[config.mk]
export PLATFORM = sky130hd
export DESIGN_NAME = gray_ptr_sync_g2b
export DESIGN_NICKNAME = d
export VERILOG_FILES = /design/src/rtl/gray_ptr_sync_g2b.sv
export SDC_FILE = /design/constraint.sdc
export NUM_CORES = 1
export LEC_CHECK = 0
export ABC_CLOCK_PERIOD_IN_PS = 3580
export BUFFER_PORTS_ARGS = -buffer_cell sky130_fd_sc_hd__buf_2
export CAP_MARGIN = 20
export CORE_MARGIN = 5
export CORE_UTILIZATION = 50
export DETAILED_ROUTE_END_ITERATION = 10
export MAX_ROUTING_LAYER = met4
export PLACE_DENSITY = 0.79
export SYNTH_ARGS = -nofsm -noshare
export SYNTH_HDL_FRONTEND = slang
export SYNTH_SLANG_ARGS = --single-unit
[constraint.sdc]
create_clock -name clk -period 3.58 [get_ports clk]
set_clock_uncertainty 0.05 [all_clocks]
set_input_delay 0.179 -clock clk [delete_from_list [all_inputs] [get_ports clk]]
set_output_delay 0.179 -clock clk [all_outputs]
set_load 0.05 [all_outputs]
[src/rtl/gray_ptr_sync_g2b.sv]
// Gray pointer synchroniser + Gray-to-binary conversion with change/delta/integrity tracking.
// Latency: SYNC_STAGES+1 clk edges from gray_in sample to bin_out/gray_out.
// Backpressure: none; outputs update every cycle. Optional check: GRAY_ERR_CHECK_EN.
module gray_ptr_sync_g2b #(
    parameter int PTR_W       = 6,
    parameter int SYNC_STAGES = 2,
    parameter int WARMUP      = SYNC_STAGES + 1
) (
    input  logic             clk,
    input  logic             rst_n,
    input  logic [PTR_W-1:0] gray_in,
    output logic [PTR_W-1:0] bin_out,
    output logic [PTR_W-1:0] gray_out,
    output logic             changed,
    output logic [PTR_W-1:0] delta,
    output logic             err,
    input  logic             err_clr
);

    localparam int CNT_W = (WARMUP < 1) ? 1 : $clog2(WARMUP + 1);
    localparam logic [CNT_W-1:0] WARMUP_C = CNT_W'(WARMUP);

    logic [PTR_W-1:0] sync_q [SYNC_STAGES];
    logic [PTR_W-1:0] gs;
    logic [PTR_W-1:0] bin_d;
    logic [PTR_W-1:0] gray_q, bin_q, delta_q, delta_d;
    logic             changed_q, changed_d;
    logic [CNT_W-1:0] warm_q, warm_d;
    logic             warm_done;
    logic [PTR_W-1:0] gray_diff;
    logic             moved;

    // Plain flop chain: no logic between stages so each stage can resolve metastability.
    always_ff @(posedge clk or negedge rst_n) begin
        if (!rst_n) begin
            for (int i = 0; i < SYNC_STAGES; i++) sync_q[i] <= '0;
        end else begin
            sync_q[0] <= gray_in;
            for (int i = 1; i < SYNC_STAGES; i++) sync_q[i] <= sync_q[i-1];
        end
    end

    assign gs = sync_q[SYNC_STAGES-1];

    // Gray to binary: each binary bit is the XOR of all Gray bits at or above it.
    always_comb begin
        bin_d            = '0;
        bin_d[PTR_W-1]   = gs[PTR_W-1];
        for (int i = PTR_W - 2; i >= 0; i--) bin_d[i] = bin_d[i+1] ^ gs[i];
    end

    // Change tracking against the previous registered Gray value; silent during warm-up.
    always_comb begin
        warm_done = (warm_q >= WARMUP_C);
        warm_d    = warm_done ? warm_q : warm_q + 1'b1;
        gray_diff = gs ^ gray_q;
        moved     = |gray_diff;
        changed_d = warm_done && moved;
        delta_d   = changed_d ? (bin_d - bin_q) : '0;
    end

    // Registered outputs and warm-up counter.
    always_ff @(posedge clk or negedge rst_n) begin
        if (!rst_n) begin
            gray_q    <= '0;
            bin_q     <= '0;
            changed_q <= 1'b0;
            delta_q   <= '0;
            warm_q    <= '0;
        end else begin
            gray_q    <= gs;
            bin_q     <= bin_d;
            changed_q <= changed_d;
            delta_q   <= delta_d;
            warm_q    <= warm_d;
        end
    end

`ifdef GRAY_ERR_CHECK_EN
    logic multi_bit;
    logic err_q, err_d;

    // More than one bit set in the diff <=> clearing the lowest set bit leaves something.
    always_comb begin
        multi_bit = |(gray_diff & (gray_diff - 1'b1));
        err_d     = err_q;
        if (err_clr)                err_d = 1'b0;
        if (warm_done && multi_bit) err_d = 1'b1;
    end

    // Sticky error flag; a fresh detection beats a simultaneous clear.
    always_ff @(posedge clk or negedge rst_n) begin
        if (!rst_n) err_q <= 1'b0;
        else        err_q <= err_d;
    end

    assign err = err_q;
`else
    logic unused_err_clr;
    assign unused_err_clr = err_clr;
    assign err            = 1'b0;
`endif

    assign gray_out = gray_q;
    assign bin_out  = bin_q;
    assign changed  = changed_q;
    assign delta    = delta_q;

endmodule

# Word level (Yosys, flattened, before mapping)
# Index checks and enable logic that the tools add are counted.
dict set report totals {
  ff_bits 33
  inputBits 9
  output_inout_bits 20
  elab_cells 19
}
dict set report op_classes {
  addsub 2
  order_cmp 1
  n_mux 1
  n_bitwise 6
  reduce_logical 2
}
# op count
set ops {}
lappend ops {{6-bit two-way mux} 1}
lappend ops {{6-bit OR reduction} 1}
lappend ops {{6-bit subtractor} 1}
lappend ops {{6-bit XOR} 1}
lappend ops {{1-bit XOR} 5}
lappend ops {{2-bit by 1-bit adder with 2-bit output, second input constant} 1}
lappend ops {{2-bit greater-or-equal comparator, second input constant} 1}
lappend ops {{1-bit logical AND} 1}

# Longest topological paths before layout
dict set report logic_depth {
  word_depth 7
  mapped_depth 9
  depth_no_buf 9
}

# Worst setup path before layout
# No wires, ideal clock.
dict set report synth_path {
  path_type {reg2reg}
  startpoint {register sync_q (netlist bit gs[5])}
  endpoint {register delta_q[5], in the netlist delta[5]}
  setup_ns 0.082
  arrival_time_ns 2.267
  t_required_ns 3.448
  setup_slack_ns 1.181
  path_stages_with_launch 9
  n_path_buf 0
  synth_period_minus_slack_ns 2.399
  path_cell_list {dfrtp_1 -> xor2_1 -> xnor2_1 -> xnor2_1 -> ha_1 -> nor2b_1 -> o31a_1 -> or4_1 -> a31oi_1}
}
dict set report synth_via {
  elab_chain_cells 7
  elab_cells_between_ends 10
  cone_classes {add/sub (1); mux (1); bitwise (6); reduce/logical (2)}
}
# item line_no
set synth_lines {}
lappend synth_lines {{start, declared} 23} ;# logic [PTR_W-1:0] sync_q [SYNC_STAGES];
lappend synth_lines {{1-bit XOR *} 49} ;# for (int i = PTR_W - 2; i >= 0; i--) bin_d[i] = bin_d[i+1] ^ gs[i];
lappend synth_lines {{via bin_d[4]} 25} ;# logic [PTR_W-1:0] bin_d;
lappend synth_lines {{1-bit XOR * (3 in a row)} 49}
lappend synth_lines {{via bin_d[1]} 25}
lappend synth_lines {{1-bit XOR} 49}
lappend synth_lines {{6-bit subtractor *} 59} ;# delta_d = changed_d ? (bin_d - bin_q) : '0;
lappend synth_lines {{6-bit two-way mux *} 59}
lappend synth_lines {{via delta_d[5]} 26} ;# logic [PTR_W-1:0] gray_q, bin_q, delta_q, delta_d;
lappend synth_lines {{end signal, assigned} 74} ;# delta_q <= delta_d;
lappend synth_lines {{end, declared} 26}
# Mark *: on every way through the listed nets, which the timed path passes. The rest lies on a longest branch.
# A chain may end at the register's enable or synchronous reset.

# Worst setup path after layout
# Same ends and word-level chain as after synthesis.

==> qor.txt <==
CP Launch Type: register
max-slew violations: 0
Critical Path AT: 2.83 ns
Die Width: 59.85 um
CTS resizes: 0
crit end category: register
Setup CP Type: reg2reg
GRT Total Usage: 14.85%
synthesized area: 1242 sq um
H-tree levels: 2
VDD IR max: 0.5013 mV
number of synthesized register bits: 32
Tcrit/Tclk final: 73.68%
crit path from: gs[5]
Placer Congestion: 0.7506
clock sink count: 32
switching share of power: 40.56%
combinational share of power: 37.9%
Port Buffers: 26
Rows: 18
class of the worst hold path: reg2reg
fill count: 198
most common cell after layout, fill and taps aside: dfrtp_1
max cap viols: 0
top cell type by total area after synthesis: dfrtp_1
number of setup buffers added after CTS: 0
CTS tree: yes
Reg power frac: 42.0%
RR Startpoint: gs[5]
FF-to-FF path depth: 8
Reg-to-Reg End: delta[5]
total grt overflow: 0
Worst Max-Slew Pin Slew: 0.6675 ns
Clock Power Share: 20.2%
via/cell ratio: 4.816
vias in the first global route: 813
Hold Violations, Final: 0
Mapped Nets: 105
Ys Warns: 0
Pint: 0.0006202 W
number of inserted diodes: 0
area of the die: 3582 sq um
PD cells: 683.5 nW/um^2
Root Buffer: clkbuf_4
most frequent cells in the layout: dfrtp_1 (32), buf_2 (26), inv_1 (9)
Starting DRT DRC Count: 2
initial antenna violation count: 0
Yosys cell types: 24
clk_lat worst skew: 0.33 ns
# IOs: 29
die height: 59.85 um
# DRC: 0
Inserted Clock Buffers: 5
FF+latch area: 800.8 sq um
Sw Pwr: 0.0004232 W
Syn Inst Count: 89
Critical Path Fanout Max: 4
routed len/inst: 12.69 um
RSZ-0062 raised after global routing: false
core area: 2432 sq um
Synth-to-Final Area Change: 22.86%
top post-synthesis cells by area: dfrtp_1 (64%), ha_1 (6.0%), xor2_1 (5.6%)
hpwl dp: 1463 um
status: complete, no violations
CP Capture Point: delta[5]
Synth Area per Inst: 13.96 sq um
largest net degree at the start of global routing: 33
Multi-input gate area: 392.9 sq um
total wire length: 2005 um
post-route ant nets: 0
first-pass GRT wire length: 3574 um
final net count: 143
DRT Pass-1 Iters: 4
Worst R2R Setup Slack: 0.94 ns
required time worst endpoint: 3.78 ns
Total Power: 0.001043 W
Post-CTS Hold Buffers: 7
register area share after synthesis: 64.45%
setup total negative slack: 0 ns
Setup Viol. Count Final: 0
via count: 761
Initial Util: 51.08%
Max Clk Rate: 379.1 MHz
Slew headroom: 55.50%
Lkg Pwr: 0.7243 nW
post-synth top area share: 64.45%
CTS clock-pin slew for the worst setup and hold paths: 0.09 ns
Tmin final: 2.638 ns
clock buffer depth: 2
share of layout cells above drive strength 1: 29.69%
==> cells by family (layout without fill, tap and decap cells) <==
family / after synthesis / after routing / share of synthesized area (%)
xor gates and xnor gates: 14 / 14 / 9.869
adders and majority gates: 7 / 7 / 7.653
other: 1 / 1 / 0.3018
muxes: 1 / 1 / 0.9063
AOI/OAI and AO/OA: 9 / 9 / 6.144
and+or+nand+nor: 14 / 14 / 6.747
DFF: 32 / 32 / 64.45
buffers and inverters: 11 / 50 / 3.927
==> power by group through the flow <==
stage          Sequential, W  Combinational (W)  Clock, W
2_1_floorplan       0.000619           0.000129         0
3_3_place_gp        0.000442           0.000379         0
3_5_place_dp        0.000447           0.000394         0
4_1_cts             0.000439           0.000402  0.000219
5_1_grt             0.000444           0.000430  0.000236
6_report            0.000438           0.000395  0.000210
==> area by class of cell <==
class | instances | share of cell area (%)
inverter | 9 | 2.213
clock buffer | 6 | 3.361
multi-input combinational | 46 | 25.74
tap | 30 | 2.459
clock inverter | 2 | 0.6557
sequential | 32 | 52.46
timing repair buffer | 33 | 13.11
==> flip-flops by register name, summed over array words and instances, names as in the netlist <==
signal,cells
bin_out,6
delta,6
gray_out,5
gs,6
changed,1
warm_q,2
sync_q,6
==> worst min-delay path by stage <==
stage,slack [ns],startpoint,end,cells after the start
finish,0.31,sync_q[7],gs[1],0
floorplan,-0.17,rst_n,bin_out[0],0
global placement,0.18,rst_n,delta[1],1
CTS,0.31,sync_q[7],gs[1],0
detailed placement,0.20,rst_n,bin_out[2],1
global route,0.33,sync_q[11],gs[5],0
==> per-layer routing <==
| metal | track usage, % | up-vias | share of wire, % | routed length [um] |
|---|---|---|---|---|
| met4 | 10.44 | 0 | 2.6 | 53 |
| met2 | 24.23 | 24 | 54 | 1086 |
| li1 | - | 365 | - | - |
| met1 | 14.99 | 367 | 36 | 716 |
| met5 | - | - | 0 | 0 |
| met3 | 4.536 | 5 | 7.4 | 148 |
==> synth_stat cells <==
library cell and instances:
xnor2_1 6, nor3_1 3, a211oi_1 2, buf_4 2, a31oi_1 1, nand3_1 1, or4_4 1, o21ai_0 2
dfrtp_1 32, fa_1 1, mux2_2 1, o21a_1 1, xor2_1 8, o31ai_4 1, and3_2 1, conb_1 1
inv_1 9, or4_1 1, nor2b_1 3, a21boi_0 1, ha_1 6, o31a_1 1, nor2_1 3, nor3b_1 1
==> metrics by stage <==
stage | setup WS [ns] | instance area [sq um] | cells | util (%) | hold WS [ns]
after floorplan | 1.181 | 1242 | 89 | - | -0.1666
after global placement | 1.020 | 1395 | 143 | 57.36 | 0.1831
after detailed placement | 0.9218 | 1395 | 143 | 57.36 | 0.2034
after CTS | 0.8989 | 1526 | 158 | 62.76 | 0.3090
after global routing | 0.7458 | 1526 | 158 | 62.76 | 0.3265
final | 0.9422 | 1526 | 158 | 62.76 | 0.3057
==> critical path: stages, from the launching register on <==
cell and delay [ns]:
dfrtp_1 0.42, xor2_1 0.21, xnor2_1 0.41, xnor2_1 0.23, ha_1 0.29, nor2b_1 0.14
o31a_1 0.27, or4_1 0.40, a31oi_1 0.14
No activity file was read; power rests on OpenSTA's default activity.
